==> src/rtl/alu_pkg.sv <==
// Shared types and constants for the LEGv8 multi-cycle ALU control unit.
// Optional SDIV support is enabled by defining ALU_DIV_EN.
package alu_pkg;

    typedef enum logic [3:0] {
        CTL_AND     = 4'b0000,
        CTL_ORR     = 4'b0001,
        CTL_ADD     = 4'b0010,
        CTL_EOR     = 4'b0011,
        CTL_SUB     = 4'b0110,
        CTL_PASSB   = 4'b0111,
        CTL_LSL     = 4'b1000,
        CTL_LSR     = 4'b1001,
        CTL_MUL     = 4'b1010,
        CTL_SDIV    = 4'b1011,
        CTL_ILLEGAL = 4'b1111
    } alu_ctl_e;

    localparam logic [10:0] OP_ADD  = 11'b10001011000;
    localparam logic [10:0] OP_SUB  = 11'b11001011000;
    localparam logic [10:0] OP_AND  = 11'b10001010000;
    localparam logic [10:0] OP_ORR  = 11'b10101010000;
    localparam logic [10:0] OP_EOR  = 11'b11001010000;
    localparam logic [10:0] OP_LSL  = 11'b11010011011;
    localparam logic [10:0] OP_LSR  = 11'b11010011010;
    localparam logic [10:0] OP_MUL  = 11'b10011011000;
    localparam logic [10:0] OP_SDIV = 11'b10011010110;

    localparam logic [1:0] ALUOP_MEM   = 2'b00;
    localparam logic [1:0] ALUOP_CBZ   = 2'b01;
    localparam logic [1:0] ALUOP_RTYPE = 2'b10;

    typedef enum logic [1:0] {
        ST_IDLE = 2'b00,
        ST_RUN  = 2'b01,
        ST_DONE = 2'b10
    } mc_state_e;

endpackage

==> src/rtl/alu_ctrl_dec.sv <==
// Combinational decode of (ALUOp, opcode) into the ALU select and op class.
// SDIV decodes only when ALU_DIV_EN is defined; otherwise it is illegal.
module alu_ctrl_dec
    import alu_pkg::*;
(
    input  logic [1:0]  ALUOp,
    input  logic [10:0] opcode,
    output logic [3:0]  ALUCtl,
    output logic        is_mc,
    output logic        is_illegal
);

    alu_ctl_e ctl;

    // NOTE: every output of a combinational block gets a default first, so no path can infer a latch.
    always_comb begin
        ctl   = CTL_ILLEGAL;
        is_mc = 1'b0;
        case (ALUOp)
            ALUOP_MEM: ctl = CTL_ADD;
            ALUOP_CBZ: ctl = CTL_PASSB;
            ALUOP_RTYPE: begin
                case (opcode)
                    OP_ADD: ctl = CTL_ADD;
                    OP_SUB: ctl = CTL_SUB;
                    OP_AND: ctl = CTL_AND;
                    OP_ORR: ctl = CTL_ORR;
                    OP_EOR: ctl = CTL_EOR;
                    OP_LSL: ctl = CTL_LSL;
                    OP_LSR: ctl = CTL_LSR;
                    OP_MUL: begin
                        ctl   = CTL_MUL;
                        is_mc = 1'b1;
                    end
`ifdef ALU_DIV_EN
                    OP_SDIV: begin
                        ctl   = CTL_SDIV;
                        is_mc = 1'b1;
                    end
`endif
                    default: ctl = CTL_ILLEGAL;
                endcase
            end
            default: ctl = CTL_ILLEGAL;
        endcase
    end

    assign ALUCtl     = ctl;
    assign is_illegal = (ctl == CTL_ILLEGAL);

endmodule

==> src/rtl/alu_ctrl_mc.sv <==
// Multi-cycle ALU control: decode plus an IDLE/RUN/DONE sequencer for MUL/SDIV.
// Define ALU_DIV_EN to accept SDIV; without it SDIV is reported illegal.
module alu_ctrl_mc
    import alu_pkg::*;
#(
    parameter int DATA_W  = 64,
    parameter int MUL_BPC = 1
) (
    input  logic                      clk,
    input  logic                      rst,
    input  logic                      valid,
    input  logic                      flush,
    input  logic [10:0]               opcode,
    input  logic [1:0]                ALUOp,
    output logic [3:0]                ALUCtl,
    output logic                      stall,
    output logic                      mc_start,
    output logic                      mc_step,
    output logic                      mc_done,
    output logic [$clog2(DATA_W)-1:0] iter,
    output logic                      illegal
);

    localparam int ITER_W = $clog2(DATA_W);
    localparam int N_MUL  = DATA_W / MUL_BPC;
`ifdef ALU_DIV_EN
    localparam int N_DIV  = DATA_W;
`endif

    logic [3:0]        dec_ctl;
    logic              dec_mc;
    logic              dec_illegal;
    mc_state_e         state;
    logic [3:0]        ctl_q;
    logic [ITER_W-1:0] iter_q;
    logic [ITER_W-1:0] start_iter;
    logic              accept;

    alu_ctrl_dec u_dec (
        .ALUOp      (ALUOp),
        .opcode     (opcode),
        .ALUCtl     (dec_ctl),
        .is_mc      (dec_mc),
        .is_illegal (dec_illegal)
    );

    always_comb begin
        start_iter = ITER_W'(N_MUL - 1);
`ifdef ALU_DIV_EN
        if (dec_ctl == CTL_SDIV)
            start_iter = ITER_W'(N_DIV - 1);
`endif
    end

    assign accept = valid && dec_mc && !flush && (state == ST_IDLE);

    // NOTE: sequential state uses non-blocking assignments so every register samples pre-edge values.
    always_ff @(posedge clk) begin
        if (rst) begin
            state  <= ST_IDLE;
            iter_q <= '0;
            ctl_q  <= 4'b0000;
        end else if (flush) begin
            state  <= ST_IDLE;
            iter_q <= '0;
        end else begin
            case (state)
                ST_IDLE: begin
                    if (accept) begin
                        state  <= ST_RUN;
                        iter_q <= start_iter;
                        ctl_q  <= dec_ctl;
                    end
                end
                // Exit at zero so the down-counter never wraps.
                ST_RUN: begin
                    if (iter_q == '0)
                        state <= ST_DONE;
                    else
                        iter_q <= iter_q - ITER_W'(1);
                end
                ST_DONE: state <= ST_IDLE;
                default: state <= ST_IDLE;
            endcase
        end
    end

    // Handshake outputs are forced low while reset is held; ALUCtl keeps decoding.
    always_comb begin
        ALUCtl   = dec_ctl;
        stall    = 1'b0;
        mc_start = 1'b0;
        mc_step  = 1'b0;
        mc_done  = 1'b0;
        illegal  = 1'b0;
        if (!rst) begin
            case (state)
                ST_IDLE: begin
                    stall    = accept;
                    mc_start = accept;
                    illegal  = valid && dec_illegal;
                end
                ST_RUN: begin
                    ALUCtl  = ctl_q;
                    stall   = 1'b1;
                    mc_step = 1'b1;
                end
                ST_DONE: begin
                    ALUCtl  = ctl_q;
                    mc_done = 1'b1;
                end
                default: ALUCtl = dec_ctl;
            endcase
        end
    end

    assign iter = iter_q;

endmodule

==> config.mk <==
export PLATFORM = sky130hd
export DESIGN_NAME = alu_ctrl_mc
export DESIGN_NICKNAME = d
export VERILOG_FILES = /design/src/rtl/alu_pkg.sv /design/src/rtl/alu_ctrl_dec.sv /design/src/rtl/alu_ctrl_mc.sv
export SDC_FILE = /design/constraint.sdc
export NUM_CORES = 1
export LEC_CHECK = 0
export ABC_AREA = 1
export CORE_MARGIN = 1
export CORE_UTILIZATION = 30
export DETAILED_ROUTE_END_ITERATION = 7
export PLACE_DENSITY = 0.63
export SLEW_MARGIN = 25
export SYNTH_ARGS = -nofsm -noshare
export SYNTH_HDL_FRONTEND = slang
export SYNTH_SLANG_ARGS = --single-unit
==> constraint.sdc <==
create_clock -name clk -period 1.5 [get_ports clk]
set_input_delay 0.3 -clock clk [delete_from_list [all_inputs] [get_ports clk]]
set_output_delay 0.3 -clock clk [all_outputs]
set_load 0.02 [all_outputs]
* Yosys cells after proc, flatten, opt, wreduce, memory -nomap -nowiden *
Index checks and enable logic that the tools add are counted.

operators by class
  $add $sub $neg = 1
  equal/unequal tests = 16
  muxes and demuxes = 22
  bitwise operators = 1
  reductions and logical operators = 14

operators with widths
  cell                                                                    number
  11-bit equality test (second input constant)                            8
  4-bit one-hot mux with 8 select lines                                   1
  6-bit 2-to-1 mux                                                        2
  4-bit one-hot mux with 3 select lines                                   1
  6-bit one-hot mux with 2 select lines                                   1
  1-bit 2-to-1 mux                                                        11
  4-bit 2-to-1 mux                                                        2
  6-bit logical NOT                                                       1
  2-bit != test (second input constant)                                   3
  3-bit AND reduction                                                     2
  6-bit by 1-bit subtractor with 6-bit output (second input constant)     1
  2-bit by 1-bit equality test with 1-bit output (second input constant)  2
  2-bit equality test (second input constant)                             2
  4-bit equality test (second input constant)                             1
  1-bit logical AND                                                       4
  2-bit logical NOT                                                       2
  2-bit 2-to-1 mux                                                        2
  2-bit one-hot mux with 2 select lines                                   1
  2-bit OR reduction                                                      2
  1-bit one-hot mux with 2 select lines                                   1
  2-bit AND reduction                                                     1
  2-bit nonzero test                                                      1
  1-bit logical NOT                                                       1
  1-bit NOT                                                               1

word-level totals
  register bits after elaboration = 12
  input bits = 17
  logic and storage cells = 57

* Logic depth before layout (Yosys ltp) *
Gate-level depths: netlist of the first run.

  depth after elaboration = 8
  depth in mapped cells = 11
  mapped depth without buffers = 11

* Modules after synthesis *
From an unflattened synthesis of the first run, not the netlist that was laid out.

second synthesis, totals
  cell total of the unflattened synthesis = 194
  area, all modules = 1152.4 um2

by module, submodules not included
  module        instances  cells each  area an instance (um2)  sequential area each (um2)
  alu_ctrl_mc   1          125         789.5                   240.2
  alu_ctrl_dec  1          69          362.8                   0.0

* Worst setup path after synthesis of the first run *
OpenSTA, ideal clock, no wires.

  path kind = input -> output
  from = input opcode[5]
  to = output illegal
  data arrival time = 1.345 ns
  data required time = 1.200 ns
  setup slack = -0.145 ns
  cell stages on the path = 9
  buffers on the path = 0
  cells stage by stage = inv_1 -> nand2_2 -> nor2_1 -> nand3_1 -> o21ai_0 -> inv_1 -> a21oi_1 -> nand2_1 -> nor2_1

between the ends
  word-level cells in the longest chain between the ends = 7
  elaborated cells on any way between the ends = 14

ends and longest elaborated chain
  what                                     RTL line            RTL
  from (decl)                              alu_ctrl_mc.sv:13   input logic [10:0] opcode,
  11-bit equality test                     alu_ctrl_dec.sv:23  case (opcode)
  4-bit one-hot mux with 8 select lines *  alu_ctrl_dec.sv:23
  4-bit one-hot mux with 3 select lines *  alu_ctrl_dec.sv:19  case (ALUOp)
  4-bit equality test *                    alu_ctrl_dec.sv:49  assign is_illegal = (ctl == CTL_ILLEGAL);
  1-bit logical AND *                      alu_ctrl_mc.sv:101  illegal = valid && dec_illegal;
  1-bit 2-to-1 mux *                       alu_ctrl_mc.sv:97   case (state)
  1-bit 2-to-1 mux *                       alu_ctrl_mc.sv:96   if (!rst) begin
  to (decl)                                alu_ctrl_mc.sv:21   output logic illegal

Mark *: on every way between the ends. The rest lies on a longest branch, timed or not.

* Worst setup path after layout of the first run *
  from = input opcode[2]
  to = output illegal

Same word-level chain as after synthesis.

==> impl_summary.txt, run 1 <==
----------------------------------------------------
[Outcome]
  Run status ... finished, violations left
  Failing checks ... negative setup slack

[Floorplan]
  CORE AREA ... about 3400 um^2
  Die area ... about 3800 um^2
  IO Pins ... 32
  Chip height ... 61.5 um
  Chip Width ... between 60 and 70 um
  Initial core utilization ... approximately a third
  Placement Rows ... 21

[Placement]
  RePlAce Congestion ... between 0.8 and 0.9
  Detailed Place HPWL ... 2.21 mm
  Setup slack after placement ... -1150 ps
  Number of buffer cells added on primary ports ... 31

[Yosys]
  Warnings from Yosys ... 0
  Yosys cell types ... 23
  Average footprint of a synthesized cell ... ~5.7 um^2
  Number of instances in the synthesized netlist ... about 190
  Post-synthesis sequential area ratio ... approximately 23%
  Post-Syn Nets ... approximately 210
  Number of synthesized register bits ... 12
  Cell Area, Synth ... around 1100 um^2

[Worst hold path]
  Path class of the lowest-slack min-delay path ... register to register
  Count of cells along the worst hold path ... 2
  Terminating pin of the worst hold path ... ctl_q[0]$_SDFFE_PP0P_
  Hold path startpoint ... ctl_q[0]$_SDFFE_PP0P_

[Cells and area]
  Layout-stage area growth over the synthesis result ... 90.0%
  Filler Cells Inserted ... 331
  Layout net count ... 270
  Count of inserted antenna diode cells ... 0
  Area occupied by multi-input gates ... about 1000 um^2
  Ratio of cells with drive above 1 in the final layout ... approximately 53%
  Sequential standard cell area ... 243 um^2

[Critical path]
  Worst setup path category ... input pin to output pin
  Worst R2R Path Depth ... 10
  Sort of element at the start of the critical path ... input pin
  Data required, critical path ... 1200 ps
  Reg-to-reg endpoint ... iter[0]$_SDFFE_PP0P_
  Worst Path Arrival ... between 1000 and 1500 ps
  Critical R2R Launch ... state[0]$_SDFFE_PP0P_
  CP max FO ... 4
  Worst-case register-to-register setup slack ... about 90 ps
  CP endpoint kind ... output pin

[Global routing]
  Vias in the first global route ... ~1,300
  Pin count of the biggest net entering global routing ... 9
  Global router's overall resource usage ... ~18%
  Overall overflow remaining after global route ... 0
  Antenna violations before repair ... 0
  First-pass GRT wire length ... around 5.1 mm

[Drt]
  Met3 layer wire length in the routed design ... 111 um
  Uppermost signal routing layer after detailed routing ... met4
  Router iterations before antenna repair ... 4
  Via-per-instance ratio ... approximately 4.5
  Routed length on met2 ... 1.61 mm
  Antenna violation net count after detailed routing ... 0
  Via Count ... between 1,000 and 1,500
  Detailed router's first-iteration violation count ... 46
  Met1 Wirelength ... between 1 and 1.5 mm
  Routed WL ... approximately 3.2 mm
  Routed wire per std cell ... between 10 and 15 um
  Residual DRC count ... 0

[STA]
  Relative slew slack ... between 80% and 90%
  TNS Setup ... -1200 ps
  Final hold violation count ... 0
  Worst path setup slack after routing ... -221 ps
  Number of slew-limit violations in the final report ... 0
  Period utilisation layout ... 115%
  Unrepaired setup endpoints after global routing ... true
  Worst clock skew ... around 3.7 ps
  Maximum frequency from static timing analysis ... roughly 0.58 GHz
  Min cycle time layout ... 1720 ps
  Actual transition at the worst max-transition pin ... between 200 and 300 ps
  Final setup violation count ... 7

[Flow run]
  Max-cap violations ... 0

[Power and ir drop]
  Power per cell area ... between 300 and 400 nW/um^2
  Maximum vdd drop ... between 0.4 and 0.5 mV
  Cell leakage power ... approximately 0.93 nW

[Clock tree]
  Cell chosen for the clock root ... sky130_fd_sc_hd__clkbuf_4
  Clock tree from TritonCTS ... built
  Clock-pin slew reported for the worst setup and hold paths after clock tree synthesis ... ~60 ps
  Bufs on Longest Clock Path ... 2
  TritonCTS Buffers ... 3
  Number of H-tree branching levels ... 1
  Clock sink total ... 12
  Number of buffers added to fix hold violations after cts ... 0
  Worst skew pair latency ... roughly 270 ps

----------------------------------------------------
-- layer usage --
metal / vias to the layer above / GRT usage (%)
li1: 698 / -
met3: 2 / 3.36
met1: 595 / 21.5
met4: 0 / 4.44
met5: - / 0
met2: 26 / 32.0
-- per-stage QoR --
step | instance area [um^2] | instances | hold slack, ps | power, mW | utilization [%]
after global routing | 2020 | 291 | 482 | 0.772 | 60.1
after detailed placement | 1660 | 284 | 442 | 0.487 | 49.4
after floorplan | 1120 | 185 | 430 | 0.395 | -
after global placement | 1660 | 284 | 437 | 0.487 | 49.4
after CTS | 1930 | 287 | 463 | 0.726 | 57.4
final | 2020 | 291 | 462 | 0.729 | 60.1
-- cell usage in the layout, fill, tap and decap left out, drive strengths merged --
master / n
or2: 1
nand3: 23
clkbuf: 3
a31oi: 1
ha: 6
inv: 33
buf: 50
o21ai: 7
nand4: 1
nor3: 2
dlygate4sd2: 8
dfxtp: 12
clkinv: 1
nor2: 34
a21oi: 13
o31ai: 1
nand2: 48
clkdlybuf4s15: 1
-- state kept, by name (all words and copies together) (netlist names) --
register  cells
ctl_q         4
iter          6
state         2
-- cells in the mapped netlist --
library cell / number / area (um^2)
sky130_fd_sc_hd__nand4_1: 1 / 6.26
sky130_fd_sc_hd__o31ai_1: 1 / 7.51
sky130_fd_sc_hd__a31oi_1: 1 / 6.26
sky130_fd_sc_hd__nand3_1: 22 / 110
sky130_fd_sc_hd__clkinv_4: 1 / 8.76
sky130_fd_sc_hd__a21oi_1: 13 / 65.1
sky130_fd_sc_hd__nor3_1: 2 / 10.0
sky130_fd_sc_hd__nand2_2: 5 / 31.3
sky130_fd_sc_hd__o21ai_2: 1 / 8.76
sky130_fd_sc_hd__inv_2: 1 / 3.75
sky130_fd_sc_hd__inv_1: 31 / 116
sky130_fd_sc_hd__nand2_4: 1 / 11.3
sky130_fd_sc_hd__ha_1: 6 / 75.1
sky130_fd_sc_hd__inv_4: 1 / 6.26
sky130_fd_sc_hd__nor2_1: 29 / 109
sky130_fd_sc_hd__dfxtp_1: 12 / 240
sky130_fd_sc_hd__nand2_1: 42 / 158
sky130_fd_sc_hd__nand3_2: 1 / 10.0
sky130_fd_sc_hd__o21ai_0: 6 / 30.0
sky130_fd_sc_hd__nor2_2: 4 / 25.0
sky130_fd_sc_hd__or2_2: 1 / 6.26
sky130_fd_sc_hd__clkbuf_1: 2 / 7.51
sky130_fd_sc_hd__nor2_4: 1 / 11.3
-- where the power goes --
part	internal (mW)	switching (mW)
sequential	0.318	0.0000174
clock	0.0929	0.0966
combinational	0.103	0.119
-- critical path, cell delays in order --
cell and delay (ps):
sky130_fd_sc_hd__buf_6 90, sky130_fd_sc_hd__inv_4 50, sky130_fd_sc_hd__nand2_4 60, sky130_fd_sc_hd__nor2_4 170, sky130_fd_sc_hd__nand3_2 110, sky130_fd_sc_hd__o21ai_1 130, sky130_fd_sc_hd__inv_1 80, sky130_fd_sc_hd__a21oi_2 150
sky130_fd_sc_hd__nand2_2 80, sky130_fd_sc_hd__nor2_4 80, sky130_fd_sc_hd__buf_6 110
-- how the worst max path moves through the flow --
stage / slack (ps) / from / cells past startpoint / to
after floorplan: -40 / opcode[5] / 9 / illegal
after global placement: -1130 / opcode[10] / 10 / illegal
after detailed placement: -1150 / opcode[8] / 10 / illegal
after CTS: -210 / opcode[0] / 11 / illegal
after global routing: -290 / opcode[6] / 11 / ALUCtl[1]
final: -220 / opcode[2] / 11 / illegal
-- logic make-up (layout without fill, tap and decap cells) --
kind of cell	Yosys count	after routing	share of synthesized area (%)
flip-flops	12	12	22.6
buffers and inverters	36	96	13.4
AO/OA/AOI/OAI	22	22	11.1
AND/OR/NAND/NOR	109	109	45.9
adder cells (fa/ha/maj)	6	6	7.06
-- area by class of cell --
class	count	share of cell area, %
multi-input combinational	137	49.7
sequential	12	12.0
inverter	34	7.43
timing repair buffer	59	26.9
tap	46	2.85
clock buffer	3	1.11
-- what timing repair did --
action	in CTS	in global routing
setup buffers	1	5
resized for setup	202	17
gates cloned	0	0
pin swaps	34	19
endpoints found under the setup margin	25	9
(Power assumes the default switching activity.)
==> inputs of run 2 (changes only) <==
- REMOVE_ABC_BUFFERS: not set -> 1
==> run 2 against run 1 <==
Net effect:
- worst setup slack improved by 4.7 ps
- clock skew fell by 0.97 ps
- largest power group unchanged
- largest cell class unchanged
- sequential share of layout area rose by 0.46 points
- the flow still finishes with violations (negative setup slack)
- final cell count did not move
- routed wire length rose by 3.4%
- register-to-register slack improved by 30 ps
- utilization fell by 2.2 points
- highest routed layer unchanged
==> impl_summary.txt, run 2 (synthesized netlist as in run 1, its figures left out) <==
----------------------------------------------------
[Outcome]
  Failing checks ... negative setup slack
  Run status ... finished, violations left

[STA]
  Final hold violation count ... 0 (unchanged)
  Worst clock skew ... 2.77 ps (-0.974 ps)
  Final setup violation count ... 7 (unchanged)
  Actual transition at the worst max-transition pin ... 279 ps (+5.50 ps)
  Number of slew-limit violations in the final report ... 0 (unchanged)
  Unrepaired setup endpoints after global routing ... true
  Maximum frequency from static timing analysis ... 0.583 GHz (+0.28%)
  Worst path setup slack after routing ... -216 ps (+4.74 ps)
  TNS Setup ... -1340 ps (-146 ps)
  Min cycle time layout ... 1720 ps (-4.74 ps)
  Relative slew slack ... 81.3% (-0.37 points)
  Final-layout worst hold slack ... 453 ps (-8.56 ps)
  Period utilisation layout ... 114% (-0.32 points)

[Critical path]
  Worst R2R Path Depth ... 8 (-2)
  Worst Path Arrival ... 1420 ps (about the same)
  End of the critical path ... ALUCtl[3]
  Sort of element at the start of the critical path ... input pin
  Critical R2R Launch ... state[1]$_SDFFE_PP0P_
  CP endpoint kind ... output pin
  Worst-case register-to-register setup slack ... 120 ps (+30 ps)
  Reg-to-reg endpoint ... iter[0]$_SDFFE_PP0P_
  CP max FO ... 6 (+2)
  Logic depth of the worst setup path including buffers ... 13 (+2)
  Number of buffers and inverters on the critical path ... 4 (unchanged)
  Worst setup path category ... input pin to output pin
  Sequence of cells on the critical path ... buf_6 -> inv_4 -> nand2_4 -> buf_6 -> nor2_4 -> nand3_2 -> nand2_1 -> nor2_1 -> nand2_2 -> nand2_1 -> nand2_2 -> a21oi_2 -> buf_4
  Critical path's top delay family ... simple AND/OR/NAND/NOR gates
  Stage delay of the slowest cell on the critical path ... 150 ps (-20 ps)
  Data required, critical path ... 1200 ps (about the same)
  Crit. Startpoint ... opcode[5]
  CP max-delay cell ... sky130_fd_sc_hd__buf_4

[Clock tree]
  Clock sink total ... 12 (unchanged)
  Clock-pin slew reported for the worst setup and hold paths after clock tree synthesis ... 60 ps (about the same)
  Number of buffers added to fix hold violations after cts ... 0 (unchanged)
  Bufs on Longest Clock Path ... 2 (unchanged)
  Worst skew pair latency ... 280 ps (about the same)
  Number of H-tree branching levels ... 1 (unchanged)
  Cell chosen for the clock root ... sky130_fd_sc_hd__clkbuf_4
  Clock tree from TritonCTS ... built
  TritonCTS Buffers ... 3 (unchanged)

[Drt]
  Detailed router's first-iteration violation count ... 59 (+28%)
  Routed wire per std cell ... 11.4 um (+3.4%)
  Via Count ... 1,321 (unchanged)
  Routed WL ... 3.31 mm (+3.4%)
  Antenna violation net count after detailed routing ... 0 (unchanged)
  Via-per-instance ratio ... 4.54 (unchanged)
  Router iterations before antenna repair ... 4 (unchanged)
  Residual DRC count ... 0 (unchanged)

[Power and ir drop]
  Cell leakage power ... 0.911 nW (-1.8%)
  Maximum vdd drop ... 0.250 mV (-46%)
  Power per cell area ... 369 nW/um^2 (+2.1%)
  Final total power ... 0.717 mW (-1.7%)

[Floorplan]
  IO Pins ... 32 (unchanged)
  Chip height ... 61.5 um (unchanged)
  Initial core utilization ... 31.6% (unchanged)
  Die area ... 3790 um^2 (unchanged)
  CORE AREA ... 3360 um^2 (unchanged)
  Placement Rows ... 21 (unchanged)
  Chip Width ... 61.5 um (unchanged)

[Global routing]
  Overall overflow remaining after global route ... 0 (unchanged)
  Vias in the first global route ... 1,279 (+2.2%)
  Pin count of the biggest net entering global routing ... 9 (unchanged)
  First-pass GRT wire length ... 5.15 mm (+0.27%)
  Global router's overall resource usage ... 18.6% (+0.82 points)
  Antenna violations before repair ... 0 (unchanged)

[Cells and area]
  End-of-flow core utilization ... 57.8% (-2.2 points)
  Number of flip-flops in the largest register ... 6 (unchanged)
  Ratio of cells with drive above 1 in the final layout ... 52.7% (unchanged)
  Final Instance Count excl. Fillers ... 291 (unchanged)
  Final design area excluding fillers ... 1950 um^2 (-3.7%)
  Layout net count ... 270 (unchanged)
  Most common cell after layout, fill and taps aside ... sky130_fd_sc_hd__nand2_1
  Count of inserted antenna diode cells ... 0 (unchanged)
  Layout-stage area growth over the synthesis result ... 82.9%
  Commonest non-fill, non-tap cells in the layout ... sky130_fd_sc_hd__nand2_1, sky130_fd_sc_hd__buf_4, sky130_fd_sc_hd__inv_1, sky130_fd_sc_hd__nor2_1, sky130_fd_sc_hd__nand3_1
  Filler Cells Inserted ... 335 (+1.2%)

[Placement]
  Setup slack after placement ... -1120 ps (+28.1 ps)
  Cell count after placement ... 281 (-1.1%)
  Detailed Place HPWL ... 2.14 mm (-3.1%)
  Number of buffer cells added on primary ports ... 31 (unchanged)
  RePlAce Congestion ... 0.867 (+1.6%)
  Placed Instance Area ... 1580 um^2 (-4.7%)

[Worst hold path]
  Count of cells along the worst hold path ... 2 (unchanged)
  Path class of the lowest-slack min-delay path ... register to register
  Hold path startpoint ... ctl_q[3]$_SDFFE_PP0P_

[Flow run]
  Max-cap violations ... 0 (unchanged)

----------------------------------------------------
[run 2: cell count changes in the layout (fill, tap and decap cells not counted), sizes merged]
cell,previous run,this run
dlygate4sd2,8,11
clkdlybuf4s15,1,0
buf,50,48
[run 2: layer usage]
layer | wire length [um] | GRT usage [%] | part of all wire [%] | vias up
met4 | 79 | 4.76 | 2.4 | 0
met5 | 0 | 0 | 0 | -
li1 | - | - | - | 698
met1 | 1440 | 21.6 | 43 | 591
met2 | 1690 | 33.8 | 51 | 23
met3 | 107 | 4.41 | 3.2 | 9
[run 2: worst min-delay path: stages (launching register included)]
cell and delay, ps:
sky130_fd_sc_hd__dfxtp_1 310, sky130_fd_sc_hd__inv_1 50, sky130_fd_sc_hd__a21oi_1 50
[run 2: layout make-up]
type / count / area (um^2) / share of cell area (%)
clock buffers: 3 / 22.5 / 1.16
flip-flops and latches: 12 / 243 / 12.5
multi-input cells: 137 / 970 / 49.8
repair buffers: 59 / 498 / 25.6
inverters: 34 / 155 / 7.97
well taps: 46 / 57.6 / 2.96
[run 2: power by group]
| part | switching, mW | internal (mW) | leakage, nW |
|---|---|---|---|
| logic | 0.113 | 0.0893 | 0.800 |
| clock network | 0.103 | 0.0933 | 0.0138 |
| registers | 0.0000167 | 0.318 | 0.0976 |
[run 2: how the worst min path moves through the flow]
stage,end,slack (ps)
final,ctl_q[3]$_SDFFE_PP0P_,450
after global placement,ctl_q[1]$_SDFFE_PP0P_,440
after detailed placement,ctl_q[1]$_SDFFE_PP0P_,440
after global routing,ctl_q[1]$_SDFFE_PP0P_,480
after CTS,ctl_q[2]$_SDFFE_PP0P_,450
after floorplan,ctl_q[1]$_SDFFE_PP0P_,370
[run 2: repair_timing]
action                                 in CTS  in global routing
setup endpoints to repair                  23                 20
endpoints found under the hold margin       0                  0
buffers inserted                            7                  4
resized for setup                         175                 37
pin swaps                                  28                 21
==> inputs of run 3 (changes only) <==
- CAP_MARGIN: not set -> 20
==> results of run 3 <==
No change in the layout: final DEF, timing and power equal those of run 2.
